`src/rtl/alu_ctrl_pkg.sv`:
```
// Shared definitions for the nibble-serial ALU sequencer: FSM encoding,
// default slice count and the add function code.
package alu_ctrl_pkg;

  typedef enum logic [1:0] {
    IDLE = 2'd0,
    RUN  = 2'd1,
    DONE = 2'd2
  } state_t;

  localparam int NIBBLES_DEFAULT = 4;

  // M=0 with this select gives R = A + B + Pin
  localparam logic [3:0] S_ADD = 4'b1001;

endpackage

```
`src/rtl/parallel_alu.sv`:
```
// 4-bit ALU slice with an active-high carry chain. Pout always comes from the
// arithmetic sum, so the carry ripples the same way in logic mode.
module parallel_ALU (
  input  logic [3:0] a,
  input  logic [3:0] b,
  input  logic [3:0] s,
  input  logic       m,
  input  logic       pin,
  output logic [3:0] r,
  output logic       pout
);

  logic [3:0] x;
  logic [3:0] y;
  logic [4:0] sum;

  // arithmetic operand pair, then R = X + Y + Pin; "minus one" uses Y = 4'hF
  always_comb begin
    x = a;
    y = 4'h0;
    case (s)
      4'd0:    begin x = a;        y = 4'h0;     end
      4'd1:    begin x = a | b;    y = 4'h0;     end
      4'd2:    begin x = a | ~b;   y = 4'h0;     end
      4'd3:    begin x = 4'h0;     y = 4'hF;     end
      4'd4:    begin x = a;        y = a & ~b;   end
      4'd5:    begin x = a | b;    y = a & ~b;   end
      4'd6:    begin x = a;        y = ~b;       end
      4'd7:    begin x = a & ~b;   y = 4'hF;     end
      4'd8:    begin x = a;        y = a & b;    end
      4'd9:    begin x = a;        y = b;        end
      4'd10:   begin x = a | ~b;   y = a & b;    end
      4'd11:   begin x = a & b;    y = 4'hF;     end
      4'd12:   begin x = a;        y = a;        end
      4'd13:   begin x = a | b;    y = a;        end
      4'd14:   begin x = a | ~b;   y = a;        end
      4'd15:   begin x = a;        y = 4'hF;     end
      default: begin x = a;        y = 4'h0;     end
    endcase
    sum  = {1'b0, x} + {1'b0, y} + {4'h0, pin};
    pout = sum[4];
  end

  // logic-mode function table, otherwise the arithmetic sum
  always_comb begin
    r = sum[3:0];
    if (m) begin
      case (s)
        4'd0:    r = ~a;
        4'd1:    r = ~(a | b);
        4'd2:    r = ~a & b;
        4'd3:    r = 4'h0;
        4'd4:    r = ~(a & b);
        4'd5:    r = ~b;
        4'd6:    r = a ^ b;
        4'd7:    r = a & ~b;
        4'd8:    r = ~a | b;
        4'd9:    r = ~(a ^ b);
        4'd10:   r = b;
        4'd11:   r = a & b;
        4'd12:   r = 4'hF;
        4'd13:   r = a | ~b;
        4'd14:   r = a | b;
        4'd15:   r = a;
        default: r = a;
      endcase
    end else begin
      r = sum[3:0];
    end
  end

endmodule

```
`src/rtl/nibble_alu_sequencer.sv`:
```
// Runs a W-bit ALU operation through one shared 4-bit slice, one nibble per
// clock, chaining the slice carry through a register.
module nibble_alu_sequencer
  import alu_ctrl_pkg::*;
#(
  parameter int NIBBLES = NIBBLES_DEFAULT
) (
  input  logic                 clk,
  input  logic                 rst_n,
  input  logic                 start,
  input  logic [4*NIBBLES-1:0] a_in,
  input  logic [4*NIBBLES-1:0] b_in,
  input  logic [3:0]           s_in,
  input  logic                 m_in,
  input  logic                 cin,
  output logic                 busy,
  output logic                 done,
  output logic [4*NIBBLES-1:0] result,
  output logic                 cout,
  output logic                 zero
);

  localparam int W  = 4 * NIBBLES;
  localparam int CW = (NIBBLES > 1) ? $clog2(NIBBLES) : 1;
  localparam logic [CW-1:0] LAST = CW'(NIBBLES - 1);

  state_t        state;
  state_t        state_nxt;
  logic [W-1:0]  a_q;
  logic [W-1:0]  b_q;
  logic [3:0]    s_q;
  logic          m_q;
  logic          carry;
  logic [CW-1:0] cnt;
  logic [W-1:0]  result_nxt;
  logic [3:0]    alu_r;
  logic          alu_pout;

  // operands shift right each RUN cycle, so the slice always sees bits [3:0]
  parallel_ALU u_alu (
    .a    (a_q[3:0]),
    .b    (b_q[3:0]),
    .s    (s_q),
    .m    (m_q),
    .pin  (carry),
    .r    (alu_r),
    .pout (alu_pout)
  );

  // next-state logic
  always_comb begin
    state_nxt = state;
    case (state)
      IDLE: begin
        if (start) state_nxt = RUN;
        else       state_nxt = IDLE;
      end
      RUN: begin
        if (cnt == LAST) state_nxt = DONE;
        else             state_nxt = RUN;
      end
      DONE:    state_nxt = IDLE;
      default: state_nxt = IDLE;
    endcase
  end

  // current result with this cycle's slice output merged into nibble k
  always_comb begin
    result_nxt = result;
    result_nxt[int'(cnt) * 4 +: 4] = alu_r;
  end

  // state, datapath and registered outputs
  always_ff @(posedge clk) begin
    if (!rst_n) begin
      state  <= IDLE;
      a_q    <= '0;
      b_q    <= '0;
      s_q    <= 4'h0;
      m_q    <= 1'b0;
      carry  <= 1'b0;
      cnt    <= '0;
      result <= '0;
      cout   <= 1'b0;
      zero   <= 1'b0;
      busy   <= 1'b0;
      done   <= 1'b0;
    end else begin
      state <= state_nxt;
      busy  <= (state_nxt != IDLE);
      done  <= (state_nxt == DONE);
      case (state)
        IDLE: begin
          if (start) begin
            a_q   <= a_in;
            b_q   <= b_in;
            s_q   <= s_in;
            m_q   <= m_in;
            carry <= cin;
            cnt   <= '0;
          end
        end
        RUN: begin
          a_q    <= a_q >> 4;
          b_q    <= b_q >> 4;
          carry  <= alu_pout;
          result <= result_nxt;
          // counter parks on the last slice instead of wrapping
          if (cnt == LAST) begin
            cout <= alu_pout;
            zero <= (result_nxt == '0);
          end else begin
            cnt  <= cnt + CW'(1);
          end
        end
        default: ;
      endcase
    end
  end

endmodule
```
`config.mk`:
```
export PLATFORM = sky130hd
export DESIGN_NAME = nibble_alu_sequencer
export DESIGN_NICKNAME = d
export VERILOG_FILES = /design/src/rtl/alu_ctrl_pkg.sv /design/src/rtl/parallel_alu.sv /design/src/rtl/nibble_alu_sequencer.sv
export SDC_FILE = /design/constraint.sdc
export NUM_CORES = 1
export LEC_CHECK = 0
export BUFFER_PORTS_ARGS = -buffer_cell sky130_fd_sc_hd__buf_4
export CAP_MARGIN = 20
export CORE_UTILIZATION = 52
export CTS_CLUSTER_SIZE = 30
export DETAILED_ROUTE_END_ITERATION = 10
export PLACE_DENSITY = 0.86
export SLEW_MARGIN = 20
export SYNTH_ARGS = -nofsm -noshare
export SYNTH_HDL_FRONTEND = slang
export SYNTH_SLANG_ARGS = --single-unit
```
`constraint.sdc`:
```
create_clock -name clk -period 3.5 [get_ports clk]
set_clock_uncertainty 0.15 [all_clocks]
set_input_delay 0.175 -clock clk [delete_from_list [all_inputs] [get_ports clk]]
set_output_delay 0.175 -clock clk [all_outputs]
set_load 0.01 [all_outputs]
```
# == Word level (Yosys, flattened, before mapping) ==
# Cells that the tools add are included.
# totals
rom_bits,0
n_memories,0
output_inout_bits,20
in_bits,41
word_cells,84
register_bits,62
latch_bits,0
ram_bits,0
# classes
order_cmp,0
shifts,2
n_mul,0
div,0
eq_ne,20
addsub,4
mux,17
bitwise_logic,12
reduce_logical,17
# ops
operator,count
case mux 16 bit (2 select lines),2
case mux 4 bit (16 select lines),1
negator 4 -> 33 bit,1
"variable shift 4 x 33 -> 16 bit, first input constant",1
indexed part select 4 x 33 -> 16 bit,1
"equality test 4 bit, second input constant",8
2-to-1 mux 16 bit,2
case mux 4 bit (7 select lines),1
case mux 4 bit (6 select lines),1
inverter 4 bit,5
bitwise mux 16 bit,1
"equality test 4 x 3 -> 1 bit, second input constant",4
zero test 16 bit,1
AND 4 bit,3
bitwise OR 4 bit,3
OR reduction 3 bit,4
"equality test 4 x 2 -> 1 bit, second input constant",2
case mux 2 bit (2 select lines),2
OR reduction 7 bit,1
2-to-1 mux 2 bit,3
AND reduction 2 bit,3
adder 4 x 4 -> 5 bit,1
adder 5 x 1 -> 5 bit,1
"equality test 2 bit, second input constant",2
other kinds (14),18

# == Longest topological paths before layout ==
# Gate-level depths: netlist of run 1.
# depth
depth_word,9
depth_mapped,16

# == Cells and area by module ==
# A second synthesis of run 1 with hierarchy kept.
# hier_totals
hier_cells,518
area_unflattened_um2,4135.2
# by_module_without_submodules
mod,cells_each,instances,area_each_um2
nibble_alu_sequencer,320,1,2830.2
parallel_ALU,198,1,1305.0

# == Worst setup path after synthesis of run 1 ==
# Ideal clock, no wire load.
# synth_timing
path_kind,reg-to-reg
startpoint,reg s_q[1]
endpoint,reg zero
stages_incl_launch_ff,15
t_required_ns,3.266
arrival_time_ns,3.182
period_less_slack_ns,3.416
path_buffers,4
setup_ns,0.084
path_slack_ns,0.084
cell_sequence,dfxtp_1 > buf_6 > buf_2 > buf_2 > buf_1 > a21oi_1 > a221o_1 > fa_1 > fa_1 > xor2_1 > nor2_1 > a31oi_1 > o31a_1 > o22a_1 > o31ai_2
# synth_between
elab_chain_cells,9
elab_cells_between_ends,33
# synth_rtl
element,line,text
from (decl),nibble_alu_sequencer.sv:31,logic [3:0] s_q;
from (signal assigned),nibble_alu_sequencer.sv:97,s_q <= s_in;
"equality test 4 x 3 -> 1 bit, or another cell as far along","parallel_alu.sv:21, parallel_alu.sv:48",
"OR reduction 7 bit (no line), or another cell as far along",--,
case mux 4 bit (6 select lines) or case mux 4 bit (7 select lines) (tied branches),parallel_alu.sv:21,case (s)
adder 4 x 4 -> 5 bit,parallel_alu.sv:40,"sum = {1'b0, x} + {1'b0, y} + {4'h0, pin};"
adder 5 x 1 -> 5 bit,parallel_alu.sv:40,
2-to-1 mux 4 bit *,parallel_alu.sv:47,if (m) begin
indexed part select 4 x 33 -> 16 bit *,nibble_alu_sequencer.sv:70,result_nxt[int'(cnt) * 4 +: 4] = alu_r;
bitwise mux 16 bit *,nibble_alu_sequencer.sv:70,
zero test 16 bit *,nibble_alu_sequencer.sv:111,zero <= (result_nxt == '0);
to (signal assigned),nibble_alu_sequencer.sv:111,
to (decl),nibble_alu_sequencer.sv:20,output logic zero
# Mark *: on every way between the ends. The rest lies on a longest branch, timed or not.
# A chain may end at the register's enable or synchronous reset.

# == Worst setup path in the final report of run 1 ==
# layout_timing
startpoint,reg b_q[0]
endpoint,reg zero
# layout_between
elab_chain_cells,9
elab_cells_between_ends,20
# layout_rtl
element,line,text
from (decl),nibble_alu_sequencer.sv:30,logic [W-1:0] b_q;
from (signal assigned),nibble_alu_sequencer.sv:96,b_q <= b_in;
from (signal assigned),nibble_alu_sequencer.sv:105,b_q <= b_q >> 4;
inverter 4 bit,--,
AND 4 bit or bitwise OR 4 bit (tied branches),--,
case mux 4 bit (7 select lines) or case mux 4 bit (6 select lines) (tied branches),parallel_alu.sv:21,
adder 4 x 4 -> 5 bit,parallel_alu.sv:40,
adder 5 x 1 -> 5 bit,parallel_alu.sv:40,
2-to-1 mux 4 bit *,parallel_alu.sv:47,
indexed part select 4 x 33 -> 16 bit *,nibble_alu_sequencer.sv:70,
bitwise mux 16 bit *,nibble_alu_sequencer.sv:70,
zero test 16 bit *,nibble_alu_sequencer.sv:111,
# Marks and branches as above.

==> metrics.md, run 1 <==
| Metric | Value |
|---|---|
| Skew-Pair Late Insertion Delay | ~0.33 ns |
| Initial core utilization | between 50% and 60% |
| Die area | 8100 um^2 |
| Hold Crit Class | input port to flop |
| Status | completed |
| Cell taking the most area after synthesis | dfxtp_1 |
| Grt ovf | 0 |
| Crit share post-route | between 90% and 100% |
| Vias | around 4400 |
| Post-synthesis sequential area ratio | 30.8% |
| Cell variety after synth | 67 |
| Met1 WL | between 5 and 6 mm |
| Hold slack | roughly 0.074 ns |
| Post-synth top flop | dfxtp_1 |
| FF+latch area | approximately 1200 um^2 |
| CP Launch Type | flop |
| Syn avg cell area | roughly 7.6 um^2 |
| HP Start | b_in[0] |
| Area occupied by multi-input gates | approximately 2500 um^2 |
| Row Count | 31 |
| Worst Setup End Kind | flop |
| Worst-path clk slew | ~0.07 ns |
| Slew Limit Fails | 0 |
| Syn_nets | 598 |
| Power Dens Cells | about 380 nW/um^2 |
| Total of max-cap violations | 0 |
| H-tree depth | 3 |
| Area grow syn2layout | 24.8% |
| Drt initial violations | approximately 400 |
| Crit Path Category | flop to flop |
| DR top layer | met4 |
| Vias in the first global route | 4196 |
| Pleak | just over 2 nW |
| FFs w/ async S/R, synth | 0% |
| Rel. slew slack | 28.0% |
| Placed insts | 666 |
| Hold Vio Cnt, Final | 0 |
| N_diodes | 0 |
| Post-CTS Setup Inserts | 0 |
| Post-Syn Area | between 4000 and 5000 um^2 |
| RSZ-0062 raised after global routing | false |
| FF+latch count, synth | 62 |
| Final net count | slightly below 700 |
| First-pass GRT wire length | ~21 mm |
| Via density | about 6.1 |
| Post-synth EDFFs | 0 |
| Num CTS Buffers | 9 |
| Synthesis Warnings | 0 |
| Slew @ Worst Pin | between 1 and 1.5 ns |
| VDD IR max | roughly 270 uV |
| DR pass1 iterations | 5 |
| Final std cells w/o fill | 713 |
| Count leader, synth | nand2_1 |
| Post-DP HPWL | between 8 and 9 mm |
| Crit path from | b_q[0] |
| IO Pins | a little over 60 |
| Synth area leaders | dfxtp_1, nand2_1, ha_1 |
| CP arrival | between 3 and 4 ns |
| Share of cells above drive strength 1 | 16.3% |
| Die height | between 80 and 90 um |
| Reg2reg start | b_q[0] |
| Cell count after synthesis | between 500 and 600 |
| Longest Clk Path Bufs | 2 |
| Core ar. | between 7000 and 8000 um^2 |
| Tot Pwr | ~1.9 mW |
| Clk sink count | 62 |
| Routed wire length | ~13 mm |
| Residual DRC | 0 |
| Fillcell total | 578 |
| Port bufs | 60 |
| Synth top cells by count | nand2_1, dfxtp_1, nor2_1 |
| Met2 WL | about 6 mm |
| Post-layout minimum cycle time | 3.30 ns |
| Setup TNS | 0 ns |
| Largest net degree at the start of global routing | 62 |
| CTS tree | yes |
| Critical Path RT | 3.57 ns |
| Final setup vio count | 0 |
| Max Fclk | between 0.3 and 0.4 GHz |
| Gpl congestion | 0.939 |
| GRT Overall Usage | between 30% and 40% |
| Met3 WL | 790 um |
| Chip Width | roughly 90 um |
| Max FO, Critical Path | 6 |
| Top-area cell type share of the netlist area | a little under a third |
| Wire per inst | between 15 and 20 um |
| Initial antenna violation count | 0 |
| Clock root cell | clkbuf_8 |
| ANT nets after route | 0 |
[cells by family after synthesis]
kind of cell               Yosys count  synth area share, %
AOI/OAI and AO/OA                  158                 26.6
buffers and inverters               57                 7.02
muxes                                3                0.746
and+or+nand+nor                    221                 25.6
adders and majority gates           27                 8.76
xor gates and xnor gates             2                0.435
DFF                                 62                 30.8
[critical path, stage by stage, from the launching register on]
cell and delay [ns]:
dfxtp_2 0.38, inv_1 0.10, ha_1 0.22, nand3_1 0.11
o21a_1 0.12, o21ai_0 0.07, a221o_1 0.32, fa_1 0.42
fa_1 0.42, xor2_1 0.14, nor2_1 0.05, a31oi_1 0.18
o31a_1 0.28, o22a_1 0.20, o31ai_2 0.05
[cell type report]
type                    instances  area share (%)
clock inverters                 4           0.946
repair buffers                109            18.1
inverters                      16            1.19
flip-flops and latches         62            24.7
clock buffers                  12            2.69
well taps                      99            2.46
multi-input cells             411            49.9
[final timing paths]
check / end / slack (ns) / cells after the start
max: zero / 0.20 / 14
min: b_q[0] / 0.07 / 5
max reg2reg: zero / 0.20 / 14
min reg2reg: result[7] / 0.33 / 2
[per-layer routing]
| layer | GRT usage, % | vias to the layer above |
|---|---|---|
| met5 | 0 | - |
| met4 | 9.95 | 0 |
| met3 | 5.67 | 36 |
| met2 | 54.6 | 197 |
| met1 | 40.8 | 2089 |
| li1 | - | 2057 |
[cells in the final DEF, fill, tap and decap left out, types with 6 or more instances in the layout]
cell           synthesis  routed
nand3_1               14      14
dfxtp_1               62      60
buf_4                  1      77
nor2_1                50      50
nand3b_1               6       6
o21ai_0               24      24
inv_1                 15      15
a21oi_1               48      48
nand2b_1              14      13
o211ai_1              11      11
ha_1                  25      24
nor2b_1                6       6
a311oi_1              19      19
nor3_1                 6       6
clkbuf_8               0       9
nor4_1                 6       6
a31oi_1                7       7
nand2_1               97      97
dlygate4sd3_1          0      31
[sequential cells by signal (all words and copies together) (netlist names), 2 cells and up]
name	count
a_q	16
b_q	16
state	2
s_q	4
cnt	2
result	16
[report_power, final]
group	switching, mW	internal, mW	total, mW
Clock	0.277	0.328	0.604
Sequential	0.0468	0.750	0.797
Combinational	0.292	0.224	0.516
Total	0.615	1.30	1.92
[stage by stage]
step	util (%)	area (um^2)	worst slack, ns
global placement	61.4	4530	0.281
floorplan	-	4030	0.0835
detailed placement	61.4	4530	0.164
finish	68.2	5030	0.201
global route	68.2	5030	0.0287
CTS	68.1	5020	0.153
[repair_timing]
| item | CTS | global route |
|---|---|---|
| setup endpoints to repair | 0 | 4 |
| hold buffers | 31 | 0 |
| gates resized for setup | 0 | 3 |
| endpoints found under the hold margin | 33 | 0 |
(Power assumes the default switching activity.)
==> run 2, diff against run 1 <==
CORE_UTILIZATION = 33   (was 52)
PLACE_DENSITY = 0.62   (was 0.86)
SYNTH_HIERARCHICAL = 1   (was unset)
==> metrics.md, run 2 <==
| Metric | Value |
|---|---|
| Slew @ Worst Pin | 0.746 ns (-0.334 ns) |
| Rel. slew slack | 49.9% (+22 points) |
| Leading registers by flop count | a_q (16), b_q (16), result (16) |
| Drt initial violations | 287 (-28%) |
| Sw Ratio | 28.7% (-3.4 points) |
| Critical path's top delay family | adder cells |
| Gpl congestion | 1.02 (+9.1%) |
| Crit share post-route | 97.7% (+3.4 points) |
| Mux contribution to synthesized area | 3.75% (+3.0 points) |
| Final setup vio count | 0 (unchanged) |
| Wire per inst | 16.1 um (-9.2%) |
| CP arrival | 3.55 ns (+0.18 ns) |
| FF+latch count, synth | 62 (unchanged) |
| Largest family of logic cells by synthesized area | simple AND/OR/NAND/NOR gates |
| Cell taking the most area after synthesis | dfxtp_1 |
| First-pass GRT wire length | 21.2 mm (+0.89%) |
| Crit path buffers/inverters | 2 (+1) |
| Chip Width | 114 um (+27%) |
| Syn avg cell area | 7.98 um^2 (+5.1%) |
| Core ar. | 12100 um^2 (+64%) |
| Longest Clk Path Bufs | 2 (unchanged) |
| IO Pins | 61 (unchanged) |
| Post-synth top flop | dfxtp_1 |
| Max Fclk | 0.292 GHz (-3.5%) |
| Hold slack | 0.0351 ns (-0.0391 ns) |
| FFs w/ async S/R, synth | 0% (unchanged) |
| Vias in the first global route | 4122 (-1.8%) |
| ANT nets after route | 0 (unchanged) |
| Clk pwr share | 40.8% (+9.3 points) |
| Synthesis Warnings | 6 (+6) |
| CTS tree | yes |
| Final Cell Area | 5760 um^2 (+15%) |
| Synth area leaders | dfxtp_1, ha_1, nand2_1 |
| Post-DP Area | 5190 um^2 (+15%) |
| Post-synthesis sequential area ratio | 30.0% (-0.81 points) |
| Share of cells above drive strength 1 | 29.8% (+13 points) |
| Die height | 114 um (+27%) |
| Pleak | 2.61 nW (+27%) |
| Most frequent cells in the layout | buf_4, nand2_1, dfxtp_1 |
| Pre-CTS setup slack | -0.129 ns (-0.294 ns) |
| Initial antenna violation count | 0 (unchanged) |
| Num CTS Buffers | 9 (unchanged) |
| Max FO, Critical Path | 4 (-2) |
| Tot Pwr | 2.39 mW (+25%) |
| Top-area cell type share of the netlist area | 30.0% (-0.81 points) |
| Initial core utilization | 34.1% (-20 points) |
| Worst-path clk slew | 0.06 ns (about the same) |
| Worst Setup End Kind | flop |
| Post-synth EDFFs | 0 (unchanged) |
| RSZ-0062 raised after global routing | true |
| H-tree depth | 3 (unchanged) |
| Vias | 4325 (-1.2%) |
| Pint | 1.70 mW (+31%) |
| Port bufs | 60 (unchanged) |
| Hold Crit Class | input port to flop |
| Row Count | 40 (+29%) |
| Hold Vio Cnt, Final | 0 (unchanged) |
| Die area | 13000 um^2 (+60%) |
| Seq pwr share | 32.6% (-9.0 points) |
| Status | completed |
| Total of max-cap violations | 0 (unchanged) |
| Area grow syn2layout | 39.3% |
| Post-synthesis compound-gate area fraction | 23.0% (-3.6 points) |
| Grt ovf | 0 (unchanged) |
| Area occupied by multi-input gates | 2740 um^2 (+9.1%) |
| Routed wire length | 13.1 mm (+3.5%) |
| Slew Limit Fails | 0 (unchanged) |
| CP Launch Type | flop |
| Final net count | 708 (+4.6%) |
| N_diodes | 0 (unchanged) |
| Fillcell total | 1187 (+110%) |
| DR pass1 iterations | 4 (-1) |
| Largest net degree at the start of global routing | 63 (+1.6%) |
| Residual DRC | 0 (unchanged) |
| Setup TNS | 0 ns (unchanged) |
| Via density | 5.32 (-13%) |
| Slowest-stage cell, CP | or4_4 |
| Count leader, synth | nand2_1 |
| P_sw | 685 uW (+11%) |
| Cell variety after synth | 59 (-12%) |
| Syn_nets | 586 (-2.0%) |
| Post-Synth Adder-Cell Area | 8.53% (-0.23 points) |
| Cell count after synthesis | 518 (-2.3%) |
| Critical Path RT | 3.63 ns (+0.06 ns) |
| Post-Syn Area | 4140 um^2 (+2.7%) |
| Post-DP HPWL | 9.72 mm (+19%) |
| VDD IR max | 324 uV (+22%) |
| Slowest Stage Delay on Critical Path | 0.47 ns (+0.05 ns) |
| Power Dens Cells | 414 nW/um^2 (+8.7%) |
| GRT Overall Usage | 20.8% (-11 points) |
| CP Cell Sequence | inv_2 -> ha_4 -> or4_4 -> o311a_1 -> fa_2 -> fa_2 -> xnor2_2 -> o22ai_2 -> a31oi_4 -> buf_6 -> a21oi_4 -> o22ai_2 -> nor4_2 -> a31o_2 |
| Crit Path Category | flop to flop |
| Xor and xnor area share after synthesis | 0.424% (-0.011 points) |
| Clk sink count | 62 (unchanged) |
| Post-layout minimum cycle time | 3.42 ns (+0.120 ns) |
| Most common cell after layout, fill and taps aside | buf_4 |
| Synth top cells by count | nand2_1, dfxtp_1, nor2b_1 |
| Skew-Pair Late Insertion Delay | 0.33 ns (about the same) |
| FF+latch area | 1250 um^2 (+0.30%) |
| Gate power share | 26.6% (-0.3 points) |
| Clock root cell | clkbuf_16 |
| Post-Synth Simple-Gate Area | 28.0% (+2.4 points) |
| Setup slack after layout | 0.0803 ns (-0.120 ns) |
==> run 2: cell count changes in the layout (fill, tap and decap cells not counted), moves of 24 or more <==
cell,delta
o211a_1,+24
a21oi_1,-28
nor2_1,-29
buf_4,+58
nor2b_1,+26
==> run 2: per-layer routing <==
layer	vias up	routed length, um	GRT usage (%)
li1	2120	-	-
met2	155	5940	32.3
met4	0	397	9.09
met3	29	728	3.83
met1	2021	6010	28.1
met5	-	0	0
==> run 2: worst paths after layout <==
check                 start   endpoint  slack, ns  cells past startpoint
hold / removal     b_in[11]    b_q[11]       0.04                      4
setup / recovery     b_q[0]       zero       0.08                     14
hold reg to reg   result[0]  result[0]       0.33                      2
setup reg to reg     b_q[0]       zero       0.08                     14
==> run 2: tightest hold or removal path: stages <==
cell,delay (ns)
buf_4,0.08
nand2_1,0.04
nand3_1,0.07
o211a_1,0.13
==> run 2: layout make-up <==
| cell class | count | share of cell area, % |
|---|---|---|
| sequential | 62 | 21.7 |
| timing repair buffer | 150 | 20.4 |
| clock inverter | 5 | 1.41 |
| clock buffer | 11 | 4.21 |
| tap | 168 | 3.65 |
| inverter | 18 | 1.17 |
| multi-input combinational | 399 | 47.5 |
==> run 2: repair_timing <==
action | CTS | global route
setup buffers | 0 | 2
endpoints found under the hold margin | 13 | 0
hold buffers | 13 | 0
gates resized for setup | 3 | 24
endpoints found under the setup margin | 2 | 3
pin swaps | 2 | 14
==> run 2: through the flow <==
step	utilization [%]	std cells
floorplan	-	518
detailed placement	42.9	782
finish	47.6	813
CTS	46.7	811
global placement	42.9	782
global route	47.6	813
==> run 2: cell families after synthesis <==
kind of cell / after synthesis
and+or+nand+nor: 228
AOI/OAI and AO/OA: 127
DFF: 62
buffers and inverters: 57
adders and majority gates: 27
muxes: 15
xor gates and xnor gates: 2
==> run 2: power groups by stage <==
| stage | clock network [mW] | registers, mW | logic, mW |
|---|---|---|---|
| 3_5_place_dp | 0 | 0.791 | 0.570 |
| 5_1_grt | 1.02 | 0.782 | 0.690 |
| 2_1_floorplan | 0 | 0.788 | 0.319 |
| 3_3_place_gp | 0 | 0.789 | 0.573 |
| 4_1_cts | 0.989 | 0.776 | 0.585 |
| 6_report | 0.974 | 0.778 | 0.635 |
==> run 3, diff against run 2 <==
PLACE_DENSITY = 0.56   (was 0.62)
==> metrics.md, run 3 (same netlist as run 2, synthesis figures left out) <==
| Metric | Value |
|---|---|
| Most frequent cells in the layout | buf_4, nand2_1, dfxtp_1 |
| Initial antenna violation count | 0 (unchanged) |
| Largest net degree at the start of global routing | 63 (unchanged) |
| Slowest Stage Delay on Critical Path | 0.51 ns (+0.04 ns) |
| Crit path buffers/inverters | 3 (+1) |
| Vias in the first global route | 4249 (+3.1%) |
| Die area | 13000 um^2 (unchanged) |
| Pleak | 2.52 nW (-3.5%) |
| VDD IR max | 264 uV (-18%) |
| CP Launch Type | flop |
| Slowest-stage cell, CP | or4_1 |
| Post-CTS Setup Inserts | 0 (unchanged) |
| Worst hold path cell count | 3 (-1) |
| Clock root cell | clkbuf_16 |
| Longest Clk Path Bufs | 2 (unchanged) |
| Max FO, Critical Path | 7 (+3) |
| H-tree depth | 3 (unchanged) |
| RSZ-0062 raised after global routing | true |
| Core ar. | 12100 um^2 (unchanged) |
| CTS tree | yes |
| Final net count | 684 (-3.4%) |
| Crit-path most repeated cell | buf_4 |
| Core Util, Final | 46.7% (-0.90 points) |
| Skew-Pair Late Insertion Delay | 0.34 ns (about the same) |
| Routed wire length | 13.2 mm (+0.80%) |
| Final Cell Area | 5650 um^2 (-1.9%) |
| Initial core utilization | 34.1% (unchanged) |
| Grt ovf | 0 (unchanged) |
| Status | completed |
| Worst-path clk slew | 0.06 ns (about the same) |
| DR pass1 iterations | 5 (+1) |
| Power Dens Cells | 441 nW/um^2 (+6.5%) |
| Post-DP Area | 5030 um^2 (-3.1%) |
| Leading registers by flop count | a_q (16), b_q (16), result (16) |
| Chip Width | 114 um (unchanged) |
| Vias | 4181 (-3.3%) |
| Share of cells above drive strength 1 | 28.0% (-1.7 points) |
| Crit share post-route | 97.2% (-0.52 points) |
| Port bufs | 60 (unchanged) |
| First-pass GRT wire length | 21.1 mm (-0.19%) |
| Residual DRC | 0 (unchanged) |
| Worst Setup End Kind | flop |
| Max Fclk | 0.294 GHz (+0.54%) |
| ANT nets after route | 0 (unchanged) |
| Critical Path RT | 3.64 ns (about the same) |
| Wire per inst | 16.7 um (+3.9%) |
| Hold Vio Cnt, Final | 0 (unchanged) |
| Clk sink count | 62 (unchanged) |
| CP Cell Sequence | inv_2 -> buf_4 -> buf_4 -> or4_1 -> o311ai_0 -> ha_1 -> a21oi_2 -> xor2_1 -> a221oi_4 -> nor2_2 -> o22ai_1 -> nor4_1 -> a31o_2 |
| Final setup vio count | 0 (unchanged) |
| Slew Limit Fails | 0 (unchanged) |
| Drt initial violations | 307 (+7.0%) |
| Hold Crit Class | input port to flop |
| Critical path's top delay family | simple AND/OR/NAND/NOR gates |
| Gpl congestion | 0.868 (-15%) |
| Slew @ Worst Pin | 0.696 ns (-0.0496 ns) |
| N_diodes | 0 (unchanged) |
| CP arrival | 3.54 ns (about the same) |
| Num CTS Buffers | 9 (unchanged) |
| Stages on the worst setup path | 13 (-1) |
| Crit Path Category | flop to flop |
| Total of max-cap violations | 0 (unchanged) |
| Via density | 5.30 (-0.39%) |
| Post-DP HPWL | 9.42 mm (-3.1%) |
| Row Count | 40 (unchanged) |
| Rel. slew slack | 53.4% (+3.5 points) |
| Reg2reg path depth | 13 (-1) |
| Post-layout minimum cycle time | 3.40 ns (-0.0183 ns) |
| IO Pins | 61 (unchanged) |
| Most common cell after layout, fill and taps aside | buf_4 |
| Area grow syn2layout | 36.6% |
| GRT Overall Usage | 20.8% (about the same) |
| Die height | 114 um (unchanged) |
## run 3: layout make-up
cell class / instances / area (um^2)
multi-input combinational: 399 / 2780
timing repair buffer: 126 / 976
tap: 168 / 210
fill: 1199 / 6460
clock inverter: 7 / 143
inverter: 18 / 67.6
clock buffer: 9 / 225
sequential: 62 / 1250
## run 3: report_power, final
group,internal [mW],switching (mW)
Combinational,0.275,0.318
Sequential,0.747,0.0315
Clock,0.771,0.352
Total,1.79,0.701
## run 3: repair_timing
item                                    CTS  global route
endpoints found under the hold margin    12             0
gates resized for setup                   2            29
pin swaps                                 0            15
hold buffers                             12             0
endpoints found under the setup margin    1             3
## run 3: worst paths after layout
check             from   endpoint  slack [ns]
min            s_in[1]     s_q[1]        0.01
max reg2reg     s_q[0]       zero         0.1
max             s_q[0]       zero         0.1
min reg2reg  result[0]  result[0]        0.33
## run 3: per-layer routing
layer	global-route usage [%]	share of wire, %
met1	27.5	47
met2	33.3	46
met3	4.73	5.6
met4	7.10	1.7
met5	0	0
## run 3: worst reg2reg max path: cells and delay by family (launching register included)
family | cells | cell delay (ns)
AND/OR/NAND/NOR | 3 | 1.01
buffers and inverters | 3 | 0.38
AO/OA/AOI/OAI | 5 | 0.77
adder cells (fa/ha/maj) | 1 | 0.38
flip-flops | 1 | 0.40
XOR/XNOR | 1 | 0.26
## run 3: through the flow
step | hold slack (ns) | power, mW | cells | setup slack [ns] | setup TNS (ns)
after floorplan | 0.194 | 1.11 | 518 | 0.0164 | 0
after global routing | 0.00614 | 2.60 | 789 | -0.0285 | -0.0285
final | 0.0130 | 2.49 | 789 | 0.0986 | 0
after CTS | 0.00877 | 2.48 | 790 | 0.0570 | 0
after global placement | 0.283 | 1.34 | 762 | -0.0150 | -0.0150
after detailed placement | 0.291 | 1.33 | 762 | -0.0589 | -0.0589
